--- src/rtl/imem_loader.sv ---
// imem_loader: boot loader that assembles big-endian words from a byte stream into instruction memory
// and holds the core in reset until a frame passes its XOR checksum.
module imem_loader #(
    parameter int         ADDR_WIDTH = 8,
    parameter logic [7:0] SYNC_BYTE  = 8'hA5
) (
    input  logic        clk,
    input  logic        pc_reset,
    input  logic        rx_valid,
    input  logic [7:0]  rx_data,
    output logic        rx_ready,
    output logic        imem_we,
    output logic [15:0] imem_addr,
    output logic [15:0] imem_wdata,
    output logic        cpu_hold,
    output logic        done,
    output logic        error,
    output logic [15:0] word_count
);
    localparam logic [3:0] S_IDLE    = 4'd0;
    localparam logic [3:0] S_LEN_HI  = 4'd1;
    localparam logic [3:0] S_LEN_LO  = 4'd2;
    localparam logic [3:0] S_DATA_HI = 4'd3;
    localparam logic [3:0] S_DATA_LO = 4'd4;
    localparam logic [3:0] S_WRITE   = 4'd5;
    localparam logic [3:0] S_CHECK   = 4'd6;
    localparam logic [3:0] S_DONE    = 4'd7;
    localparam logic [3:0] S_ERR     = 4'd8;
    localparam logic [16:0] MAX_LEN  = 17'd1 << ADDR_WIDTH;

    logic [3:0]            r_state;
    logic [15:0]           r_len;
    logic [ADDR_WIDTH:0]   r_cnt;
    logic [7:0]            r_acc;
    logic [15:0]           r_wdata;
    logic                  r_we;
    logic                  r_hold;
    logic                  r_done;
    logic                  r_err;
    logic                  w_fire;
    logic                  w_sync;
    logic [15:0]           w_len;
    logic [ADDR_WIDTH:0]   w_cnt_nxt;

    assign rx_ready   = r_state != S_WRITE;
    assign w_fire     = rx_valid && rx_ready;
    assign w_sync     = w_fire && rx_data == SYNC_BYTE;
    assign w_len      = {r_len[15:8], rx_data};
    assign w_cnt_nxt  = r_cnt + 1'b1;
    assign imem_we    = r_we;
    assign imem_addr  = 16'(r_cnt);
    assign imem_wdata = r_wdata;
    assign cpu_hold   = r_hold;
    assign done       = r_done;
    assign error      = r_err;
    assign word_count = 16'(r_cnt);

    // the write counter doubles as the word count; it is one bit wider so a full-depth load fits
    always_ff @(posedge clk or posedge pc_reset) begin
        if (pc_reset) begin
            r_state <= S_IDLE;
            r_len   <= '0;
            r_cnt   <= '0;
            r_acc   <= '0;
            r_wdata <= '0;
            r_we    <= 1'b0;
            r_hold  <= 1'b1;
            r_done  <= 1'b0;
            r_err   <= 1'b0;
        end else begin
            r_we <= 1'b0;
            case (r_state)
                S_IDLE, S_DONE, S_ERR: if (w_sync) begin
                    r_state <= S_LEN_HI;
                    r_hold  <= 1'b1;
                    r_done  <= 1'b0;
                    r_err   <= 1'b0;
                    r_cnt   <= '0;
                    r_acc   <= '0;
                end
                S_LEN_HI: if (w_fire) begin
                    r_len[15:8] <= rx_data;
                    r_state     <= S_LEN_LO;
                end
                S_LEN_LO: if (w_fire) begin
                    r_len[7:0] <= rx_data;
                    r_err      <= {1'b0, w_len} > MAX_LEN;
                    r_state    <= w_len == 16'd0 ? S_CHECK :
                                  {1'b0, w_len} > MAX_LEN ? S_ERR : S_DATA_HI;
                end
                S_DATA_HI: if (w_fire) begin
                    r_wdata[15:8] <= rx_data;
                    r_acc         <= r_acc ^ rx_data;
                    r_state       <= S_DATA_LO;
                end
                S_DATA_LO: if (w_fire) begin
                    r_wdata[7:0] <= rx_data;
                    r_acc        <= r_acc ^ rx_data;
                    r_we         <= 1'b1;
                    r_state      <= S_WRITE;
                end
                S_WRITE: begin
                    r_cnt   <= w_cnt_nxt;
                    r_state <= 16'(w_cnt_nxt) == r_len ? S_CHECK : S_DATA_HI;
                end
                S_CHECK: if (w_fire) begin
                    r_done  <= rx_data == r_acc;
                    r_err   <= rx_data != r_acc;
                    r_hold  <= rx_data != r_acc;
                    r_state <= rx_data == r_acc ? S_DONE : S_ERR;
                end
                default: r_state <= S_IDLE;
            endcase
        end
    end
endmodule

--- config.mk ---
export PLATFORM = sky130hd
export DESIGN_NAME = imem_loader
export DESIGN_NICKNAME = d
export VERILOG_FILES = /design/src/rtl/imem_loader.sv
export SDC_FILE = /design/constraint.sdc
export NUM_CORES = 1
export LEC_CHECK = 0
export BUFFER_PORTS_ARGS = -buffer_cell sky130_fd_sc_hd__buf_2
export CAP_MARGIN = 20
export CORE_ASPECT_RATIO = 0.7
export CORE_MARGIN = 3
export CORE_UTILIZATION = 33
export CTS_CLUSTER_SIZE = 24
export DETAILED_ROUTE_END_ITERATION = 12
export PLACE_DENSITY = 0.61
export SYNTH_ARGS = -nofsm -noshare
export SYNTH_HDL_FRONTEND = slang
export SYNTH_SLANG_ARGS = --single-unit
--- constraint.sdc ---
create_clock -name clk -period 3.3 [get_ports clk]
set_clock_uncertainty 0.2 [all_clocks]
set_input_delay 0.165 -clock clk [delete_from_list [all_inputs] [get_ports clk]]
set_output_delay 0.165 -clock clk [all_outputs]
set_load 0.1 [all_outputs]
==> impl_metrics.json <==
{
  "status": "finished, final reports clean",
  "drc": 0,
  "post-route-util_pct": 40.4,
  "synth_top_area_share_pct": 43.4,
  "initialDrtViolationCount": 155,
  "cts_tree": "built",
  "worst_ep_required_time_ns": 3.30,
  "ys_ff_latch": 57,
  "postCtsSetupBuffers": 0,
  "synth_cell_type_count": 57,
  "arrival_ns": 2.86,
  "clock_sinks": 57,
  "vias": 2477,
  "gp_congestion": 0.931,
  "num_rows": 29,
  "nNetsFinal": 356,
  "die_height_um": 88.7,
  "fp.dieW_um": 124,
  "relSlewSlack_pct": 55.7,
  "n_antenna_cell": 0,
  "place.detailed.hpwl_mm": 5.37,
  "tightest_slew_ns": 0.664,
  "dp_slack_ns": 0.492,
  "worst-path-max-fanout": 16,
  "drv_cap": 0,
  "clockBufferDepth": 2,
  "netlist_area_sq_mm": 0.00323,
  "setup_slack_ns": 0.441,
  "worst_hold_slack_ns": 0.0275,
  "yosysTopAreaCell": "dfrtp_1",
  "clock_latency_ns": 0.32,
  "synth_edf_count": 0,
  "grt_max_degree": 34,
  "cp-end-kind": "register",
  "ys_top_cells_by_area": "dfrtp_1 43%, mux2_2 12%, buf_4 5.6%, xnor2_1 4.9%, nor3b_1 2.1%",
  "htreeDepth": 3,
  "hp-class": "in2reg",
  "wirelength_mm": 7.46,
  "cts_hold_buf": 1,
  "start_kind": "register",
  "synthArstFlopShare_pct": 100,
  "drt-pass1-iter-count": 4,
  "clk_pin_slew_ns": 0.06,
  "syn_to_final_growth_pct": 16.3,
  "ys_seq_area_share_pct": 44.3,
  "cts-root-buf": "clkbuf_16",
  "initial_core_util_pct": 34.7,
  "grt_pass1_wl_mm": 12.4,
  "synthFlopType": "dfrtp_1",
  "hold_viol_final": 0,
  "antenna_found_initial": 0,
  "num-fill-cells": 946,
  "post-route-period-util_pct": 86.6,
  "grt.overflow.total": 0,
  "rsz0062_at_grt": "false",
  "antenna_left": 0,
  "finalSetupTns_ns": 0,
  "io_buffers": 49,
  "grt_pass1_vias": 2296,
  "dieArea_sq_mm": 0.0110,
  "coreArea_sq_mm": 0.00929,
  "max_freq_mhz": 350,
  "track_usage_pct": 14.6,
  "io_pins": 64,
  "postSynthCellCount": 309,
  "syn_area_per_cell_sq_um": 10.4,
  "wl_per_cell_um": 15.8,
  "regArea_sq_mm": 0.00143,
  "ctsResizeCount": 0,
  "slew_viol_final": 0,
  "vias_per_cell": 5.24,
  "cts_buffers": 9,
  "setup_viol": 0,
  "drive_gt1_share_pct": 31.8,
  "path_class": "reg2reg",
  "multi_input_area_sq_mm": 0.00157,
  "yosys_warnings": 0,
  "min_period_ns": 2.86
}
==> routing by layer <==
layer | part of all wire (%) | track usage, % | up-vias
li1 | - | - | 1164
met2 | 44 | 20.1 | 79
met5 | 0 | 0 | -
met1 | 49 | 22.0 | 1226
met4 | 0.62 | 2.39 | 0
met3 | 6.5 | 5.30 | 8
==> cells by family (layout without fill, tap and decap cells) <==
logic type / count (synthesis) / count (layout) / synth area share [%]
simple gates: 79 / 79 / 14.6
mux: 35 / 35 / 12.1
compound gates: 68 / 68 / 14.5
buf+inv: 48 / 75 / 8.53
flops: 57 / 57 / 44.3
fa+ha+maj: 1 / 1 / 0.388
xor+xnor: 20 / 20 / 5.43
other cells: 1 / 14 / 0.116
==> synth_stat cells, types with 3 or more instances <==
cell type   n
and2_1      3
dfrtp_1    56
o21ai_0    12
nor2_1      8
or3_1       3
a21o_1      8
o21ai_1    10
mux2_2     33
o31ai_1     5
inv_1       3
buf_4      24
nand3_1    11
inv_2       3
nor3b_1     9
buf_2       3
a31oi_1     4
a21oi_1     7
nand4_1     6
xnor2_1    18
nor3_1      6
nand2_1    16
clkbuf_1   13
==> worst max-delay path: stages (launching register included) <==
cell and delay (ns):
dfrtp_1 0.64, inv_2 0.13, nor4_4 0.44, inv_2 0.22, and4_4 0.26, or3_1 0.36, a21boi_1 0.24, a31o_1 0.15
nand3_1 0.08
==> stage by stage <==
stage	std cells	cell area [sq um]
2_1_floorplan	322	3270
3_3_place_gp	456	3440
3_5_place_dp	456	3440
4_1_cts	473	3750
5_1_grt	473	3750
6_report	473	3750
==> state kept, by name (all words and copies together), names as in the netlist <==
register and flops:
r_acc 8, error 1, cpu_hold 1, r_state 4, imem_wdata 16, done 1, imem_we 1, r_cnt 9
r_len 16
==> cells in the final DEF, fill, tap and decap left out, drive strengths merged, types with 3 or more instances in the layout <==
master / Yosys / layout
a21o: 8 / 8
a21oi: 7 / 7
a31oi: 4 / 4
and2: 3 / 3
and4: 3 / 3
buf: 28 / 52
clkbuf: 14 / 10
conb: 1 / 14
dfrtp: 56 / 56
inv: 6 / 7
mux2: 33 / 33
nand2: 16 / 16
nand3: 12 / 12
nand4: 6 / 6
nor2: 8 / 8
nor3: 6 / 6
nor3b: 9 / 9
nor4: 4 / 4
o21ai: 22 / 22
o31ai: 5 / 5
or3: 3 / 3
xnor2: 18 / 18
==> final timing paths <==
| path | startpoint | end | slack, ns | cells after the start |
|---|---|---|---|---|
| max in group asynchronous | pc_reset | cpu_hold$_DFFE_PP1P_ | 1.78 | 4 |
| min reg2reg | error$_DFFE_PP0P_ | error$_DFFE_PP0P_ | 0.27 | 2 |
| min | rx_data[1] | imem_wdata[1]$_DFFE_PP0P_ | 0.03 | 2 |
| max reg2reg | r_state[0]$_DFFE_PP0P_ | r_state[2]$_DFFE_PP0P_ | 0.44 | 8 |
| min in group asynchronous | pc_reset | r_len[9]$_DFFE_PP0P_ | 0.27 | 3 |
| max | r_state[0]$_DFFE_PP0P_ | r_state[2]$_DFFE_PP0P_ | 0.44 | 8 |
==> area by class of cell <==
type	instances	area share, %
flip-flops and latches	57	38.1
clock inverters	6	1.80
repair buffers	53	7.40
well taps	124	4.14
inverters	6	0.600
multi-input cells	217	41.9
clock buffers	10	6.10
Power is left out: the tool's default activity adds up to more than one toggle a clock period on the data nets, which glitch-free logic cannot reach.
